[src/rtl/interrupt_vector_sequencer.sv]
// Interrupt entry sequencer: arbitrates RST/NMI/IRQ/BRK and steps push PCH/PCL/P, vector lo/hi.
// Moore outputs, one step per ready edge; ready=0 freezes the FSM but not the NMI edge detector.
module interrupt_vector_sequencer (
  input  logic clk,
  input  logic nrst,
  input  logic ready,
  input  logic sync,
  input  logic nmi_n,
  input  logic irq_n,
  input  logic brk,
  input  logic i_flag,
  output logic busy,
  output logic set_FF,
  output logic set_FE,
  output logic set_FD,
  output logic set_FC,
  output logic set_FB,
  output logic set_FA,
  output logic set_00,
  output logic set_01,
  output logic stack_we,
  output logic sp_dec,
  output logic b_flag,
  output logic vec_load_lo,
  output logic vec_load_hi,
  output logic set_i
);

  typedef enum logic [2:0] {
    RST_HOLD = 3'd0,
    IDLE     = 3'd1,
    PUSH_PCH = 3'd2,
    PUSH_PCL = 3'd3,
    PUSH_P   = 3'd4,
    VEC_LO   = 3'd5,
    VEC_HI   = 3'd6
  } state_t;

  typedef enum logic [1:0] {
    SRC_RST = 2'd0,
    SRC_NMI = 2'd1,
    SRC_IRQ = 2'd2,
    SRC_BRK = 2'd3
  } src_t;

  state_t r_state, w_state_nxt;
  src_t   r_src, w_src_nxt;
  logic   r_nmi_prev;
  logic   r_nmi_pend;
  logic   w_nmi_edge;
  logic   w_nmi_clr;

  assign w_nmi_edge = r_nmi_prev & ~nmi_n;

  always_ff @(posedge clk or negedge nrst) begin
    if (!nrst) begin
      r_state    <= RST_HOLD;
      r_src      <= SRC_RST;
      r_nmi_prev <= 1'b1;
      r_nmi_pend <= 1'b0;
    end else begin
      r_state    <= w_state_nxt;
      r_src      <= w_src_nxt;
      r_nmi_prev <= nmi_n;
      // A fresh edge on the clearing clock wins so it is not lost.
      if (w_nmi_edge)
        r_nmi_pend <= 1'b1;
      else if (w_nmi_clr)
        r_nmi_pend <= 1'b0;
    end
  end

  always_comb begin
    w_state_nxt = r_state;
    w_src_nxt   = r_src;
    w_nmi_clr   = 1'b0;
    if (ready) begin
      case (r_state)
        RST_HOLD: w_state_nxt = PUSH_PCH;
        IDLE: begin
          if (sync) begin
            if (r_nmi_pend) begin
              w_src_nxt   = SRC_NMI;
              w_state_nxt = PUSH_PCH;
            end else if (brk) begin
              w_src_nxt   = SRC_BRK;
              w_state_nxt = PUSH_PCH;
            end else if (!irq_n && !i_flag) begin
              w_src_nxt   = SRC_IRQ;
              w_state_nxt = PUSH_PCH;
            end
          end
        end
        PUSH_PCH: w_state_nxt = PUSH_PCL;
        PUSH_PCL: w_state_nxt = PUSH_P;
        PUSH_P: begin
          w_state_nxt = VEC_LO;
          // Late NMI hijacks the vector fetch; the pushed B bit is already committed.
          if ((r_src == SRC_IRQ || r_src == SRC_BRK) && r_nmi_pend)
            w_src_nxt = SRC_NMI;
          w_nmi_clr = (w_src_nxt == SRC_NMI);
        end
        VEC_LO:  w_state_nxt = VEC_HI;
        VEC_HI:  w_state_nxt = IDLE;
        default: w_state_nxt = RST_HOLD;
      endcase
    end
  end

  always_comb begin
    busy        = (r_state != IDLE);
    set_FF      = 1'b0;
    set_FE      = 1'b0;
    set_FD      = 1'b0;
    set_FC      = 1'b0;
    set_FB      = 1'b0;
    set_FA      = 1'b0;
    set_01      = 1'b0;
    stack_we    = 1'b0;
    sp_dec      = 1'b0;
    b_flag      = 1'b0;
    vec_load_lo = 1'b0;
    vec_load_hi = 1'b0;
    set_i       = 1'b0;
    case (r_state)
      PUSH_PCH, PUSH_PCL, PUSH_P: begin
        set_01   = 1'b1;
        sp_dec   = 1'b1;
        stack_we = (r_src != SRC_RST);
        b_flag   = (r_state == PUSH_P) && (r_src == SRC_BRK);
      end
      VEC_LO: begin
        vec_load_lo = 1'b1;
        set_FA      = (r_src == SRC_NMI);
        set_FC      = (r_src == SRC_RST);
        set_FE      = (r_src == SRC_IRQ) || (r_src == SRC_BRK);
      end
      VEC_HI: begin
        vec_load_hi = 1'b1;
        set_i       = 1'b1;
        set_FB      = (r_src == SRC_NMI);
        set_FD      = (r_src == SRC_RST);
        set_FF      = (r_src == SRC_IRQ) || (r_src == SRC_BRK);
      end
      default: ;
    endcase
  end

  assign set_00 = 1'b0;

endmodule

[config.mk]
export PLATFORM = sky130hd
export DESIGN_NAME = interrupt_vector_sequencer
export DESIGN_NICKNAME = d
export VERILOG_FILES = /design/src/rtl/interrupt_vector_sequencer.sv
export SDC_FILE = /design/constraint.sdc
export NUM_CORES = 1
export LEC_CHECK = 0
export CORE_MARGIN = 1
export CORE_UTILIZATION = 35
export DETAILED_ROUTE_END_ITERATION = 10
export PLACE_DENSITY_LB_ADDON = 0.12
export SLEW_MARGIN = 15
export SYNTH_ARGS = -nofsm -noshare
export SYNTH_HDL_FRONTEND = slang
export SYNTH_SLANG_ARGS = --single-unit
export TNS_END_PERCENT = 30
[constraint.sdc]
create_clock -name clk -period 1.15 [get_ports clk]
set_input_delay 0.115 -clock clk [delete_from_list [all_inputs] [get_ports clk]]
set_output_delay 0.115 -clock clk [all_outputs]
set_load 0.005 [all_outputs]
# == Word level (Yosys, flattened, before mapping) ==
# Cells that the tools add are included.
# Widths: inputs -> output; s select.
# word_totals
ff_bits,7
input_bits,8
out_inout_bits,15
elab_cells,61
# classes
eq_ne,13
mux,28
bitwise_logic,2
n_reduce_logical,14
# ops
cell,n
$pmux 3 s7,1
$mux 1,15
$mux 2,7
$mux 3,4
$eq 3x3->1 const B,3
$eq 3x2->1 const B,2
$reduce_bool 2->1,3
$eq 2x1->1 const B,2
$eq 2x2->1 const B,2
$ne 4x4->1 const B,1
$pmux 2 s2,1
$reduce_and 4->1,1
$eq 3x1->1 const B,1
$logic_and 1x1->1,3
$logic_not 3->1,1
$ne 3x1->1 const B,1
$reduce_and 3->1,1
$reduce_or 3->1,1
$logic_not 1->1,2
$logic_not 2->1,1
$ne 2x2->1 const B,1
$and 1x1->1,1
$logic_or 1x1->1,1
$not 1->1,1

# == Longest topological paths before layout ==
# depth
word_depth,11
depth_mapped,4

# == Worst setup path after synthesis ==
# No wires, ideal clock.
# synth_timing
kind,register -> register
from,reg r_nmi_pend
to,reg r_src[1]
t_arrival_ps,1049
path_slack_ps,-22
path_stages_with_launch,4
path_buffers,0
cell_sequence,dfrtp_1 > o311a_2 > a31oi_1 > o2bb2ai_1
# synth_via
elab_chain_len,5
elab_cells_between_ends,9
cone_classes,eq/ne: 1; mux: 6; reduce/logical: 2
# synth_lines
item,line,source
start: declaration,49,logic r_nmi_pend;
start signal: assignment,60,r_nmi_pend <= 1'b0;
start signal: assignment,67,r_nmi_pend <= 1'b1;
start signal: assignment,69,r_nmi_pend <= 1'b0;
$logic_and 1x1->1,99,if ((r_src == SRC_IRQ || r_src == SRC_BRK) && r_nmi_pend)
$mux 2,99,
$mux 2,78,case (r_state)
$mux 2,77,if (ready) begin
$pmux 2 s2,78,
end signal: assignment,63,r_src <= w_src_nxt;
end: declaration,47,"src_t r_src, w_src_nxt;"
# Several ways; a longest one is shown, not always the timed one. The select of a mux whose other input is x is not followed.
# A chain may end at the register's enable or synchronous reset.

# == Final worst setup path ==
# layout_timing
from,reg r_state[2]
to,reg r_src[0]
# layout_via
elab_chain_len,3
elab_cells_between_ends,7
cone_classes,eq/ne: 4; mux: 1; reduce/logical: 2
# layout_lines
item,line,source
start: declaration,46,"state_t r_state, w_state_nxt;"
start signal: assignment,62,r_state <= w_state_nxt;
$eq 3x1->1 / $eq 3x3->1 (equally long branches),78,
$ne 4x4->1 (no line) (tied with other cells),--,
$reduce_and 4->1 (no line),--,
# Several ways; a longest one is shown, not always the timed one.

==> run_results.csv <==
group,metric,value,unit
global_routing,number_of_global_route_vias_before_repair,517,
cts,cts_max_level,1,
global_routing,grtUsageTotal,20.7,%
timing,fin_crit_sh,124,%
critical_path,worstPathCellList,"buf_6 > nor3b_4 > o311a_4 > nand3_2 > mux2i_1",
power,power.ir.vdd_worst,1.16,mV
floorplanning,fp-row-count,13,
placed_design,place.gp.congestion,0.810,
power,pwr_density_cell,2290,mW/mm^2
yosys,async_reset_ff_share,100,%
timing,timing.final.max_slew_violations,0,
global_routing,grt.busiest_layer,"met2",
critical_path,end_kind,"flop",
routing,post_drt_wl_per_cell,12.2,microns
finish,area_growth_syn_to_layout,91.6,%
floorplanning,die-width,40.0,microns
critical_path,required,1.28,ns
outcome,violated_checks,"negative setup slack",
finish,fillerInstances,95,
yosys,yosys.area_share.simple,26.5,%
cts,cts_hold_repair.buffers,0,
routing,total_drc_errors_in_the_routed_layout,0,
worst_hold_path,worst_hold_path_type,"in -> async",
yosys,synth.yosys.seq_area_share,34.9,%
flow_run,max_cap_viol,0,
outcome,run_status,"finished, violations left",
yosys,yosys.cell_types.count,29,
cts,cts_max_path_buffers,2,
global_routing,wire_length_of_the_first_global_routing_pass,2190,microns
critical_path,slowest_stage,"dfrtp_2",
routing,pre_antenna_drt_iters,4,
cts,cts_root_buffer,"clkbuf_4",
global_routing,grt.overflow.total,0,
routing,vias_per_cell,4.92,
critical_path,timing_worst_setup_path_type,"reg -> reg",
cts,cts.reportedPaths.clkPinSlew,0.06,ns
routing,route.vias.total,590,
yosys,yosys.area_share.adder,0,%
critical_path,worstPathBufferInverterCount,1,
cts,cts_tree,"done",
timing,fmax,701,MHz
global_routing,global_route.usage.met3,6.67,%
timing,final.setup_skew,0.0107,ns
finish,seq_area,180,sq um
yosys,synth_compound_gate_area_share,21.5,%
timing,postLayoutSetupSlackWorst,-0.276,ns
floorplanning,design.portCount,23,
routing,initialDrtViolationCount,11,
critical_path,critical-path-max-stage-delay,0.47,ns
critical_path,timing.reg2reg.worst_path_depth,5,
finish,nNetsFinal,114,
critical_path,worstReg2RegEnd,"r_src[0]",
yosys,edff_count_synth,0,
cts,tritoncts_num_sinks,7,
floorplanning,initial_core_util,38.4,%
critical_path,cp_top_family,"flip-flops",
timing,finalCriticalPeriod,1.43,ns
finish,multi_input_combinational_cell_area,324,sq um
yosys,mappedNetlistArea,505,sq um
yosys,muxShareOfSynthArea,1.98,%
cts,clock_insertion_delay_worst_skew,0.25,ns
cts,cts_buffers,3,
global_routing,grt.met2_usage,34.7,%
floorplanning,die_footprint,0.00160,sq mm
placed_design,postPlaceCellArea,807,sq um
power,leakagePower,0.000467,uW
critical_path,r2r_setup_slack,-0.28,ns
timing,final-setup-viol-count,17,
floorplanning,die_height,40.0,microns
critical_path,worst-endpoint-arrival,1.56,ns
placed_design,i_o_buffers,21,
placed_design,hpwl,963,microns
global_routing,number_of_antenna_violations_at_the_first_check_in_global_routing,0,
critical_path,start_kind,"flop",
yosys,synth_warnings,0,
finish,post-route-cell-area,968,sq um
timing,rsz_0062_raised_after_global_routing,"yes",
placed_design,dp_slack,-0.353,ns
routing,detail-route-antenna-nets,0,
yosys,yosys.area_share.xor_xnor,0,%
finish,antenna_cells_inserted,0,
yosys,yosys_register_bits,7,
yosys,main_combinational_cell_family_by_area_after_synthesis,"simple AND/OR/NAND/NOR gates",
finish,share_of_layout_cells_above_drive_strength_1,61.9,%
critical_path,crit-reg2reg-launch,"r_state[2]",
finish,final_core_util,73.5,%
yosys,postSynthAreaPerCell,8.57,sq um
timing,timing.final.hold_violations,0,
floorplanning,fp.coreArea,0.00132,sq mm
global_routing,met1_track_demand_over_resource_in_global_routing,27.4,%
yosys,synth_ff_type,"dfrtp_1",
routing,aggregate_routed_wire_length,1460,microns
critical_path,crit_path_max_fanout,6,
global_routing,grt_start_max_net_pins,9,
yosys,postSynthCellCount,59,
yosys,syn-num-nets,67,
## flip-flops by register name, summed over array words and instances, names as in the netlist
| register | flops |
|---|---|
| r_nmi_prev | 1 |
| r_src | 2 |
| r_state | 3 |
| r_nmi_pend | 1 |
## layout by cell type, fill, tap and decap left out, types with 2 or more instances in the layout
cell,instances
nor3_2,2
dfrtp_1,3
buf_6,9
o21ai_2,2
and3_1,2
nor2_1,5
buf_2,9
buf_4,20
nand3_2,2
inv_4,2
dfrtp_2,3
nand2_1,2
nand2b_1,2
o21ai_1,4
clkbuf_4,3
clkdlybuf4s50_1,7
inv_1,3
## worst max path at each step
stage | from | end | slack [ns] | depth (start not counted)
3_3_place_gp | r_state[2] | set_FF | -0.35 | 4
6_report | r_state[2] | r_src[0] | -0.28 | 5
2_1_floorplan | r_state[1] | r_src[0] | 0.003 | 4
4_1_cts | r_state[1] | busy | -0.32 | 5
3_5_place_dp | r_state[0] | set_FC | -0.35 | 5
5_1_grt | r_state[2] | r_src[0] | -0.33 | 5
## cells by family after synthesis
family / Yosys count
DFF: 7
other: 1
muxes: 1
buffers and inverters: 12
and+or+nand+nor: 22
AOI/OAI and AO/OA: 16
## where the power goes
group,switching [uW],internal [uW]
logic,570,907
clock network,90.2,132
registers,175,346
## synth_stat cells (2+ instances only)
cell type  n  area share (%)
and3_1     2             2.5
a31oi_1    2             2.5
nor3_1     2             2.0
nor2_1     6             4.5
o21ai_0    7             6.9
dfrtp_1    6              30
inv_1      6             4.5
nand2b_1   2             2.5
buf_4      3             4.5
buf_6      2             4.5
nand2_1    3             2.2
## metrics by stage
step / hold WS (ns) / total power (uW) / std cells / TNS, ns
detailed placement: 0.396 / 1500 / 104 / -4.90
global placement: 0.392 / 1500 / 104 / -4.79
finish: 0.112 / 2220 / 120 / -2.79
CTS: 0.121 / 2150 / 119 / -3.29
floorplan: -0.181 / 956 / 59 / 0
global route: 0.138 / 2370 / 120 / -3.87
## cell type report
type                            count  area share [%]
Timing Repair Buffer               48            40.4
Multi-Input combinational cell     40            33.5
Sequential cell                     7            18.6
Inverter                            6            2.84
Clock buffer                        4            2.71
Tap cell                           15            1.94
## per-layer routing
layer / up-vias / part of all wire (%)
li1: 295 / -
met1: 277 / 44
met2: 18 / 51
met3: 0 / 4.2
met4: 0 / 0
met5: - / 0
## timing repair
action,4_1_cts,5_1_grt
resized for setup,74,14
setup endpoints to repair,18,20
pin swaps,8,6
buffers inserted,11,2
(Power assumes the default switching activity.)
